`config.mk`:
```
export PLATFORM = sky130hd
export DESIGN_NAME = bias_stream_sequencer
export DESIGN_NICKNAME = d
export VERILOG_FILES = /design/src/rtl/bias_stream_sequencer.sv
export SDC_FILE = /design/constraint.sdc
export NUM_CORES = 1
export LEC_CHECK = 0
export CELL_PAD_IN_SITES_DETAIL_PLACEMENT = 0
export CELL_PAD_IN_SITES_GLOBAL_PLACEMENT = 1
export CORE_MARGIN = 3
export CORE_UTILIZATION = 47
export CTS_BUF_LIST = sky130_fd_sc_hd__clkbuf_8
export CTS_CLUSTER_DIAMETER = 100
export DETAILED_ROUTE_END_ITERATION = 12
export PLACE_DENSITY_LB_ADDON = 0.1
export SETUP_SLACK_MARGIN = 0.4
export SLEW_MARGIN = 20
export SYNTH_ARGS = -nofsm -noshare
export SYNTH_HDL_FRONTEND = slang
export SYNTH_SLANG_ARGS = --single-unit
```
`constraint.sdc`:
```
create_clock -name ap_clk -period 4.5 [get_ports ap_clk]
set_clock_uncertainty 0.1 [all_clocks]
set_input_delay 0.675 -clock ap_clk [delete_from_list [all_inputs] [get_ports ap_clk]]
set_output_delay 0.675 -clock ap_clk [all_outputs]
set_load 0.02 [all_outputs]
```
`src/rtl/bias_stream_sequencer.sv`:
```
// bias_stream_sequencer
//
// Replays a bias coefficient ROM into an ap_fifo-style output stream.
// One accepted ap_start streams the whole bias vector NUM_PASSES times.
// A 2-entry skid buffer absorbs the 1-cycle ROM read latency, so the
// stream sustains one word per cycle and loses nothing under backpressure.
//
// Ports:
//   ap_clk, ap_rst     clock (rising edge), asynchronous active-high reset
//   ap_start           start request, sampled only while idle
//   ap_busy            high from the first RUN cycle through the done cycle
//   ap_done            one-cycle pulse after the last word is transferred
//   bias_V_address0    ROM read address (holds when no read is issued)
//   bias_V_ce0         ROM read enable; bias_V_q0 is valid the next cycle
//   bias_V_q0          ROM read data
//   output_V_din       skid-buffer head, 0 when the buffer is empty
//   output_V_full_n    downstream has space
//   output_V_write     transfer strobe
//
// Handshake: a word moves downstream in exactly the cycles where
// output_V_write=1, which requires a buffered word and output_V_full_n=1;
// din is stable while the head is waiting for space.
//
// The FSM state register is the signal 'state' (IDLE, RUN, DONE).

module bias_stream_sequencer #(
    parameter int COEFF_WIDTH = 16,
    parameter int NUM_BIAS    = 16,
    parameter int NUM_PASSES  = 4,
    parameter int ADDR_W      = (NUM_BIAS > 1) ? $clog2(NUM_BIAS) : 1
) (
    input  logic                   ap_clk,
    input  logic                   ap_rst,
    input  logic                   ap_start,
    output logic                   ap_busy,
    output logic                   ap_done,
    output logic [ADDR_W-1:0]      bias_V_address0,
    output logic                   bias_V_ce0,
    input  logic [COEFF_WIDTH-1:0] bias_V_q0,
    output logic [COEFF_WIDTH-1:0] output_V_din,
    input  logic                   output_V_full_n,
    output logic                   output_V_write
);

    localparam int TOTAL  = NUM_BIAS * NUM_PASSES;
    localparam int WORD_W = $clog2(TOTAL + 1);
    localparam int PASS_W = $clog2(NUM_PASSES + 1);

    typedef enum logic [1:0] {
        ST_IDLE = 2'd0,
        ST_RUN  = 2'd1,
        ST_DONE = 2'd2
    } state_t;

    state_t state;
    state_t state_next;

    logic [ADDR_W-1:0]      addr_q;
    logic [PASS_W-1:0]      pass_q;
    logic [WORD_W-1:0]      word_q;
    logic [1:0]             occ_q;       // skid-buffer occupancy 0..2
    logic                   inflight_q;  // a read was issued last cycle
    logic [COEFF_WIDTH-1:0] head_q;
    logic [COEFF_WIDTH-1:0] tail_q;

    logic       reads_left;
    logic       addr_last;
    logic       pop;
    logic       issue;
    logic       last_word;
    logic [1:0] pending;

    // Words that will occupy the buffer next cycle before any new read:
    // occupancy plus the in-flight word. A pop this cycle frees one slot,
    // so a read may go out whenever pending - pop < 2.
    assign pending    = occ_q + {1'b0, inflight_q};
    assign reads_left = (pass_q != PASS_W'(NUM_PASSES));
    assign addr_last  = (addr_q == ADDR_W'(NUM_BIAS - 1));
    assign pop        = (state == ST_RUN) && (occ_q != 2'd0) && output_V_full_n;
    assign issue      = (state == ST_RUN) && reads_left
                        && (pending < (2'd2 + {1'b0, pop}));
    assign last_word  = pop && (word_q == WORD_W'(TOTAL - 1));

    // State register
    always_ff @(posedge ap_clk or posedge ap_rst) begin
        if (ap_rst) begin
            state <= ST_IDLE;
        end else begin
            state <= state_next;
        end
    end

    // Next state and outputs
    always_comb begin
        state_next      = state;
        ap_busy         = 1'b0;
        ap_done         = 1'b0;
        bias_V_ce0      = issue;
        bias_V_address0 = addr_q;
        output_V_write  = pop;
        output_V_din    = (occ_q != 2'd0) ? head_q : '0;
        case (state)
            ST_IDLE: begin
                if (ap_start) begin
                    state_next = ST_RUN;
                end
            end
            ST_RUN: begin
                ap_busy = 1'b1;
                if (last_word) begin
                    state_next = ST_DONE;
                end
            end
            ST_DONE: begin
                ap_busy    = 1'b1;
                ap_done    = 1'b1;
                state_next = ST_IDLE;
            end
            default: begin
                state_next = ST_IDLE;
            end
        endcase
    end

    // Counters, in-flight flag and skid buffer
    always_ff @(posedge ap_clk or posedge ap_rst) begin
        if (ap_rst) begin
            addr_q     <= '0;
            pass_q     <= '0;
            word_q     <= '0;
            occ_q      <= 2'd0;
            inflight_q <= 1'b0;
            head_q     <= '0;
            tail_q     <= '0;
        end else if ((state == ST_IDLE) && ap_start) begin
            addr_q     <= '0;
            pass_q     <= '0;
            word_q     <= '0;
            occ_q      <= 2'd0;
            inflight_q <= 1'b0;
        end else begin
            inflight_q <= issue;

            if (issue) begin
                if (addr_last) begin
                    addr_q <= '0;
                    pass_q <= pass_q + PASS_W'(1);
                end else begin
                    addr_q <= addr_q + ADDR_W'(1);
                end
            end

            if (pop) begin
                word_q <= word_q + WORD_W'(1);
            end

            // Capture of the in-flight ROM word and pop of the head.
            // Issue gating guarantees occupancy never exceeds 2.
            case ({inflight_q, pop})
                2'b10: begin
                    if (occ_q == 2'd0) begin
                        head_q <= bias_V_q0;
                    end else begin
                        tail_q <= bias_V_q0;
                    end
                    occ_q <= occ_q + 2'd1;
                end
                2'b01: begin
                    head_q <= tail_q;
                    occ_q  <= occ_q - 2'd1;
                end
                2'b11: begin
                    // Occupancy unchanged; the head advances.
                    if (occ_q == 2'd2) begin
                        head_q <= tail_q;
                        tail_q <= bias_V_q0;
                    end else begin
                        head_q <= bias_V_q0;
                    end
                end
                default: begin
                end
            endcase
        end
    end

endmodule

```
==> out/qor.csv, run 1 <==
metric;value;unit
CTS sink cnt;51;
Setup CP Type;reg -> out;
Net Sw Frac;37.8;%
GR Overflow Total;0;
Rows;26;
Placed Cells;343;
Slew HR;41.5;%
minimum clock period;3220;ps
htree depth;2;
Inserted Clock Buffers;5;
die height;81.2;um
Hold Vio Cnt, Final;0;
Starting DRT DRC Count;46;
part of the power in registers;37.9;%
Max-Cap Viols;0;
Comb power frac;47.9;%
Clock Power Share;14.2;%
clock-pin slew on the worst setup and hold paths;100;ps
io pins;44;
PD cells;613;nW/um^2
Fmax;0.310;GHz
Syn. warnings;0;
CTS tree;built;
initial antenna violation count;0;
total setup buffers inserted after CTS;0;
Critical Path AT;2450;ps
Psw;0.747;mW
Cells after Synth;239;
Final Slew Violations;0;
CP endpoint kind;primary output;
core area;5270;um^2
WL final;4960;um
nets;310;
crit path launch type;flop;
Antenna diodes;0;
commonest non-fill, non-tap cell in the layout;dfrtp_1;
root buffer cell;clkbuf_8;
largest net degree at the start of global routing;52;
fraction of registers with async set/reset;100;%
vias;1825;
Hold Path Class;reg -> reg;
unrepaired setup endpoints after global routing;no;
Max rail drop VDD;0.290;mV
Yosys reg bits;51;
fin cells;351;
Post-Syn Area per Cell;11.1;um^2
DP HPWL;3400;um
global-route usage over all layers;16.6;%
Vias per Instance;5.20;
starting density of the core;50.4;%
register area share after synthesis;48.1;%
Critical Path RT;3720;ps
# resized after CTS;0;
Bufs on Longest Clock Path;2;
share of cells above drive strength 1;13.9;%
vias in the first global route;1812;
most frequent cells in the layout;dfrtp_1, clkdlybuf4s50_1, nand2_1, nor2b_1, mux2i_1;
DRC;0;
P_leak;1.40;nW
Skew-Pair Late Insertion Delay;300;ps
gpl congestion;0.790;
run status;complete, no violations;
placed cell areas;3120;um^2
top_reg_cell synth;dfrtp_1;
number of flops mapped to enable cells by yosys;0;
Final Cell Area;3220;um^2
die area;6590;um^2
worst slew pin tran;877;ps
Detailed Routing Iterations Pass 1;4;
ANT nets after route;0;
DIE WIDTH;81.2;um
post-synthesis cell area;2660;um^2
setup TNS;0;ps
# port buffers;43;
final worst-path cycle share;71.6;%
crit-path max FO;10;
global-route wire length before repair;8450;um
final setup violation count;0;
Hold-fix buffers, CTS;0;
Pint;1.23;mW
Layout area overhead;21.4;%
syn_nets;269;
per-cell routed wire length;14.1;um
Synth cell types;43;
==> per-stage QoR <==
| step | power [mW] | hold slack, ps | util (%) | worst slack, ps |
|---|---|---|---|---|
| 2_1_floorplan | 1.42 | 342 | - | 2260 |
| 4_1_cts | 2.00 | 386 | 61.0 | 1280 |
| 5_1_grt | 2.13 | 405 | 61.2 | 1130 |
| 6_report | 1.98 | 378 | 61.2 | 1280 |
| 3_3_place_gp | 1.69 | 354 | 59.1 | 1350 |
| 3_5_place_dp | 1.72 | 363 | 59.1 | 1310 |
==> synth_stat cells, types with 2 or more instances <==
library cell  count  area share [%]
ha_1             10             4.7
nand2b_1          3            0.71
o31ai_1           3            0.85
nand2_1          24             3.4
inv_1             5            0.71
mux2_4           10             5.7
xnor2_1           4             1.3
nor2b_1          18             4.2
or4_1             2            0.57
and3_1            2            0.47
clkbuf_1          4            0.57
o21ai_1           6             1.1
xor2_1            5             1.6
dfrtp_1          51              48
o21ai_0          13             2.5
buf_6             3             1.3
a21oi_1           6             1.1
buf_4             3            0.85
nor2_1           14             2.0
mux2i_1          18             6.8
mux2_2            8             3.4
nand4_1           5             1.2
nand3_1           2            0.38
==> state kept, by name, indices dropped and copies added (netlist names) <==
| register | count |
|---|---|
| tail_q | 16 |
| head_q | 16 |
| inflight_q | 1 |
| state | 2 |
| word_q | 7 |
| bias_V_address0 | 4 |
| pass_q | 3 |
| occ_q | 2 |
==> final timing paths <==
kind / start / to / slack, ps / depth (start not counted)
worst max-delay path: occ_q[0] / bias_V_ce0 / 1280 / 5
worst min-delay path: head_q[11] / head_q[11] / 380 / 2
worst max register to register: state[1] / head_q[4] / 2110 / 7
worst min register to register: head_q[11] / head_q[11] / 380 / 2
max in group asynchronous: ap_rst / head_q[7] / 3030 / 2
min in group asynchronous: ap_rst / head_q[1] / 750 / 2
==> layout make-up <==
| type | instances | area (um^2) |
|---|---|---|
| Clock buffer | 6 | 82.6 |
| Tap cell | 70 | 87.6 |
| Sequential cell | 51 | 1280 |
| Multi-Input combinational cell | 172 | 1290 |
| Fill cell | 477 | 2050 |
| Inverter | 5 | 20.0 |
| Timing Repair Buffer | 45 | 445 |
| Clock inverter | 2 | 16.3 |
==> per-layer routing <==
metal,GRT usage (%),vias up,part of all wire (%)
li1,-,910,-
met1,22.6,876,48
met2,26.3,32,47
met3,3.33,7,3.9
met4,5.91,0,1.3
met5,0,-,0
==> power by group through the flow <==
stage / Combinational, mW / Clock, mW / Sequential (mW)
5_1_grt: 1.05 / 0.307 / 0.774
6_report: 0.946 / 0.281 / 0.749
4_1_cts: 0.962 / 0.289 / 0.750
2_1_floorplan: 0.684 / 0 / 0.733
3_5_place_dp: 0.957 / 0 / 0.759
3_3_place_gp: 0.937 / 0 / 0.749
==> critical path, stage by stage, from the launching register on <==
cell	delay (ps)
dfrtp_1	500
ha_1	360
and3b_1	250
o22ai_2	160
nor2_1	220
clkdlybuf4s50_1	640
==> logic make-up (layout without fill, tap and decap cells) <==
logic type / count (synthesis) / count (layout) / synth area share, %
AOI/OAI and AO/OA: 37 / 37 / 9.00
xor gates and xnor gates: 9 / 9 / 2.97
adders and majority gates: 10 / 10 / 4.71
buffers and inverters: 16 / 58 / 3.58
DFF: 51 / 51 / 48.1
muxes: 36 / 36 / 15.8
and+or+nand+nor: 80 / 80 / 15.8
No activity file was read; power rests on OpenSTA's default activity.
==> run 2: changes to the inputs <==
--- a/config.mk
+++ b/config.mk
@@ -8,7 +8,7 @@
 export CELL_PAD_IN_SITES_DETAIL_PLACEMENT = 0
 export CELL_PAD_IN_SITES_GLOBAL_PLACEMENT = 1
 export CORE_MARGIN = 3
-export CORE_UTILIZATION = 47
+export CORE_UTILIZATION = 39
 export CTS_BUF_LIST = sky130_fd_sc_hd__clkbuf_8
 export CTS_CLUSTER_DIAMETER = 100
 export DETAILED_ROUTE_END_ITERATION = 12
==> constraint.sdc (replaced) <==
create_clock -name ap_clk -period 2.7 [get_ports ap_clk]
set_clock_uncertainty 0.1 [all_clocks]
set_input_delay 0.405 -clock ap_clk [delete_from_list [all_inputs] [get_ports ap_clk]]
set_output_delay 0.405 -clock ap_clk [all_outputs]
set_load 0.02 [all_outputs]
==> out/qor.csv, run 2 (same netlist as run 1, synthesis figures left out) <==
metric;value;unit
flop2flop setup slack;540;ps
share of cells above drive strength 1;19.1;%
core area;6460;um^2
Vias per Instance;4.98;
Rows;29;
vias;1841;
io pins;44;
commonest non-fill, non-tap cell in the layout;dfrtp_1;
global-route usage over all layers;14.0;%
DP HPWL;3350;um
crit-path max FO;4;
minimum clock period;2220;ps
largest net degree at the start of global routing;52;
Hold Vio Cnt, Final;0;
Starting DRT DRC Count;58;
placed cell areas;3190;um^2
Bufs on Longest Clock Path;2;
Slew HR;79.5;%
GR Overflow Total;0;
Net Sw Frac;36.7;%
nets;323;
# port buffers;43;
gpl congestion;0.743;
Fin Hold WS;376;ps
Psw;1.27;mW
starting density of the core;41.1;%
P_leak;1.63;nW
Critical Path RT;2190;ps
most frequent cells in the layout;dfrtp_1, clkdlybuf4s50_1, nand2_1, nor2b_1, mux2i_1;
DIE WIDTH;88.5;um
worst r2r path cells;6;
CTS sink cnt;51;
worst setup margin;481;ps
final worst-path cycle share;82.2;%
part of the power in registers;35.6;%
crit path launch type;flop;
fin cells;370;
ANT nets after route;0;
global-route wire length before repair;8570;um
CP endpoint kind;primary output;
setup TNS;0;ps
Regs by FF count;head_q: 16 flops, tail_q: 16 flops, word_q: 7 flops;
final setup violation count;0;
Critical Path AT;1710;ps
Skew-Pair Late Insertion Delay;290;ps
RR Startpoint;state[0];
Inserted Clock Buffers;5;
Detailed Routing Iterations Pass 1;4;
Final Slew Violations;0;
Final Cell Area;3380;um^2
per-cell routed wire length;14.1;um
r2r endpoint;tail_q[0];
crit path from;state[0];
root buffer cell;clkbuf_8;
CP endpoint;ap_busy;
Placement Setup Slack;102;ps
DRC;0;
unrepaired setup endpoints after global routing;yes;
Placed Cells;356;
Hold Path Class;in -> async;
Max rail drop VDD;0.469;mV
CTS tree;built;
PD cells;1020;nW/um^2
clock-pin slew on the worst setup and hold paths;90;ps
worst slew pin tran;307;ps
vias in the first global route;1676;
die area;7830;um^2
Clock Power Share;14.6;%
Fmax;0.451;GHz
Antenna diodes;0;
WL final;5220;um
initial antenna violation count;0;
Max-Cap Viols;0;
die height;88.5;um
Comb power frac;49.8;%
Setup CP Type;reg -> out;
Final Power;3.47;mW
run status;complete, no violations;
htree depth;2;
fin util;52.4;%
Layout area overhead;27.4;%
Pint;2.19;mW
## run 2: changes by cell type in the layout (fill, tap and decap cells not counted), sizes merged, moves of 2 or more
| cell | before | now |
|---|---|---|
| buf | 2 | 16 |
| clkdlybuf4s50 | 43 | 25 |
| clkinv | 2 | 0 |
| dlygate4sd2 | 0 | 10 |
| dlymetal6s2s | 0 | 6 |
| inv | 4 | 6 |
## run 2: worst max-delay path, cell delays in order (launching register included)
cell and delay [ps]:
dfrtp_1 440, inv_1 110, ha_1 280, clkdlybuf4s50_1 590
## run 2: metal layers
metal  up-vias  share of wire, %  global-route usage (%)
met5         -                 0                       0
met4         0              0.59                    3.71
met3         2               3.6                    2.79
met2        31                44                    20.7
met1       877                52                    20.9
li1        931                 -                       -
## run 2: cell type report
class | instances | area, um^2
clock inverters | 2 | 33.8
clock buffers | 5 | 68.8
inverters | 5 | 18.8
repair buffers | 58 | 577
well taps | 77 | 96.3
fillers | 600 | 3080
flip-flops and latches | 51 | 1280
multi-input cells | 172 | 1310
## run 2: worst min-delay path by stage
stage | from | to | slack, ps
after floorplan | head_q[10] | head_q[10] | 340
after global placement | head_q[13] | head_q[13] | 350
after detailed placement | head_q[4] | head_q[4] | 360
after CTS | ap_rst | pass_q[0] | 380
after global routing | ap_rst | pass_q[1] | 390
final | ap_rst | pass_q[0] | 380
## run 2: what timing repair did
item,CTS,global route
buffers inserted,3,4
hold buffers,0,0
resized for setup,18,12
endpoints found under the setup margin,18,31
## run 2: power by group through the flow
stage | logic, mW | registers [mW] | clock network, mW
floorplan | 1.14 | 1.22 | 0
global placement | 1.65 | 1.24 | 0
detailed placement | 1.67 | 1.25 | 0
CTS | 1.70 | 1.24 | 0.534
global route | 1.90 | 1.28 | 0.559
finish | 1.73 | 1.24 | 0.505
==> run 3: changes to the inputs <==
--- a/config.mk
+++ b/config.mk
@@ -8,7 +8,7 @@
 export CELL_PAD_IN_SITES_DETAIL_PLACEMENT = 0
 export CELL_PAD_IN_SITES_GLOBAL_PLACEMENT = 1
 export CORE_MARGIN = 3
-export CORE_UTILIZATION = 39
+export CORE_UTILIZATION = 43
 export CTS_BUF_LIST = sky130_fd_sc_hd__clkbuf_8
 export CTS_CLUSTER_DIAMETER = 100
 export DETAILED_ROUTE_END_ITERATION = 12
==> constraint.sdc (replaced) <==
create_clock -name ap_clk -period 2.2 [get_ports ap_clk]
set_clock_uncertainty 0.1 [all_clocks]
set_input_delay 0.33 -clock ap_clk [delete_from_list [all_inputs] [get_ports ap_clk]]
set_output_delay 0.33 -clock ap_clk [all_outputs]
set_load 0.02 [all_outputs]
==> out/qor.csv, run 3 (same netlist as run 1, synthesis figures left out) <==
metric;value;unit
run status;complete, no violations;
met2 wire length;2440;um
Final Slew Violations;0;
setup TNS;0;ps
met3 wire length;207;um
Final Power;4.56;mW
Antenna diodes;0;
Hold Vio Cnt, Final;0;
Fmax;0.497;GHz
top layer in use;met4;
largest net degree at the start of global routing;52;
Critical Path AT;1580;ps
metal1 wirelength;2670;um
htree depth;2;
CTS tree;built;
crit path launch type;flop;
vias in the first global route;1825;
Inserted Clock Buffers;5;
die height;84.6;um
Hold Path Class;in -> async;
crit-path max FO;2;
Critical Path RT;1770;ps
RR Startpoint;occ_q[0];
die area;7150;um^2
Detailed Routing Iterations Pass 1;4;
fin util;61.7;%
core area;5740;um^2
Rows;27;
most frequent cells in the layout;dfrtp_1, buf_4, nand2_1, clkdlybuf4s50_1;
WL final;5370;um
gpl congestion;0.737;
ANT nets after route;0;
commonest non-fill, non-tap cell in the layout;dfrtp_1;
GR Overflow Total;0;
max incr delay on CP;430;ps
crit-path cells;ha_4 > and3b_2 > o22ai_4 > nor2_4 > buf_6;
io pins;44;
Starting DRT DRC Count;43;
fillers;514;
Placed Cells;358;
DRC;0;
P_leak;1.60;nW
global-route wire length before repair;9150;um
r2r endpoint;bias_V_address0[0];
Bufs on Longest Clock Path;2;
Max-Cap Viols;0;
minimum clock period;2010;ps
CP endpoint kind;primary output;
CP max-delay cell;dfrtp_1;
Regs by FF count;head_q: 16 flops, tail_q: 16 flops, word_q: 7 flops;
DP HPWL;3440;um
nets;334;
initial antenna violation count;0;
DIE WIDTH;84.6;um
Max rail drop VDD;0.812;mV
Skew-Pair Late Insertion Delay;300;ps
Layout area overhead;33.4;%
share of cells above drive strength 1;33.4;%
final setup violation count;0;
worst slew pin tran;330;ps
starting density of the core;46.2;%
final worst-path cycle share;91.5;%
global-route usage over all layers;15.8;%
# port buffers;43;
fin cells;377;
flop2flop setup slack;220;ps
Vias per Instance;5.19;
vias;1957;
unrepaired setup endpoints after global routing;yes;
clock-pin slew on the worst setup and hold paths;90;ps
Slew HR;78.0;%
worst r2r path cells;6;
Hold-fix buffers, CTS;0;
per-cell routed wire length;14.2;um
PD cells;1290;nW/um^2
Setup CP Type;reg -> out;
root buffer cell;clkbuf_8;
CTS sink cnt;51;
run 3: cell count changes in the layout (fill, tap and decap cells not counted), moves of 3 or more:
cell	before	now
inv_1	5	2
clkdlybuf4s50_1	25	19
o21ai_1	5	16
dlymetal6s2s_1	6	0
o21ai_0	13	2
buf_4	11	30
buf_2	1	6
dlygate4sd2_1	10	4
buf_12	3	6
run 3: critical path: cells and delay by family (launching register included):
kind                     cells  cell delay [ps]
buffers and inverters        1              120
AND/OR/NAND/NOR              2              270
flip-flops                   1              430
AO/OA/AOI/OAI                1              180
adder cells (fa/ha/maj)      1              280
run 3: stage by stage:
stage	instance area (um^2)	setup slack, ps	hold slack [ps]
2_1_floorplan	2710	322	342
6_report	3540	188	284
5_1_grt	3540	117	302
4_1_cts	3490	174	298
3_5_place_dp	3320	-153	363
3_3_place_gp	3320	-120	354
run 3: timing repair:
action / 4_1_cts / 5_1_grt
setup buffers: 6 / 4
gates cloned: 1 / 0
pin swaps: 1 / 1
resized for setup: 105 / 22
setup endpoints to repair: 61 / 58
run 3: layout make-up:
cell class,instances,area [um^2],area share [%]
clock buffer,7,96.3,2.72
clock inverter,1,7.51,0.212
inverter,5,18.8,0.530
multi-input combinational,172,1400,39.5
sequential,51,1280,36.1
tap,72,90.1,2.54
timing repair buffer,69,653,18.4
run 3: how the worst max path moves through the flow:
stage,from,end
2_1_floorplan,state[0],tail_q[0]
3_3_place_gp,output_V_full_n,bias_V_ce0
3_5_place_dp,output_V_full_n,bias_V_ce0
4_1_cts,occ_q[0],bias_V_ce0
5_1_grt,occ_q[0],bias_V_ce0
6_report,occ_q[0],bias_V_ce0
run 3: layer usage:
layer  vias to the layer above  GRT usage, %
li1                        961             -
met1                       953          24.1
met2                        39          22.4
met3                         4          3.73
met4                         0          3.88
met5                         -             0
run 3: power by group:
part           total (mW)  internal (mW)  switching (mW)
Sequential           1.53           1.30           0.232
Combinational        2.42           1.26            1.16
Clock               0.601          0.287           0.314
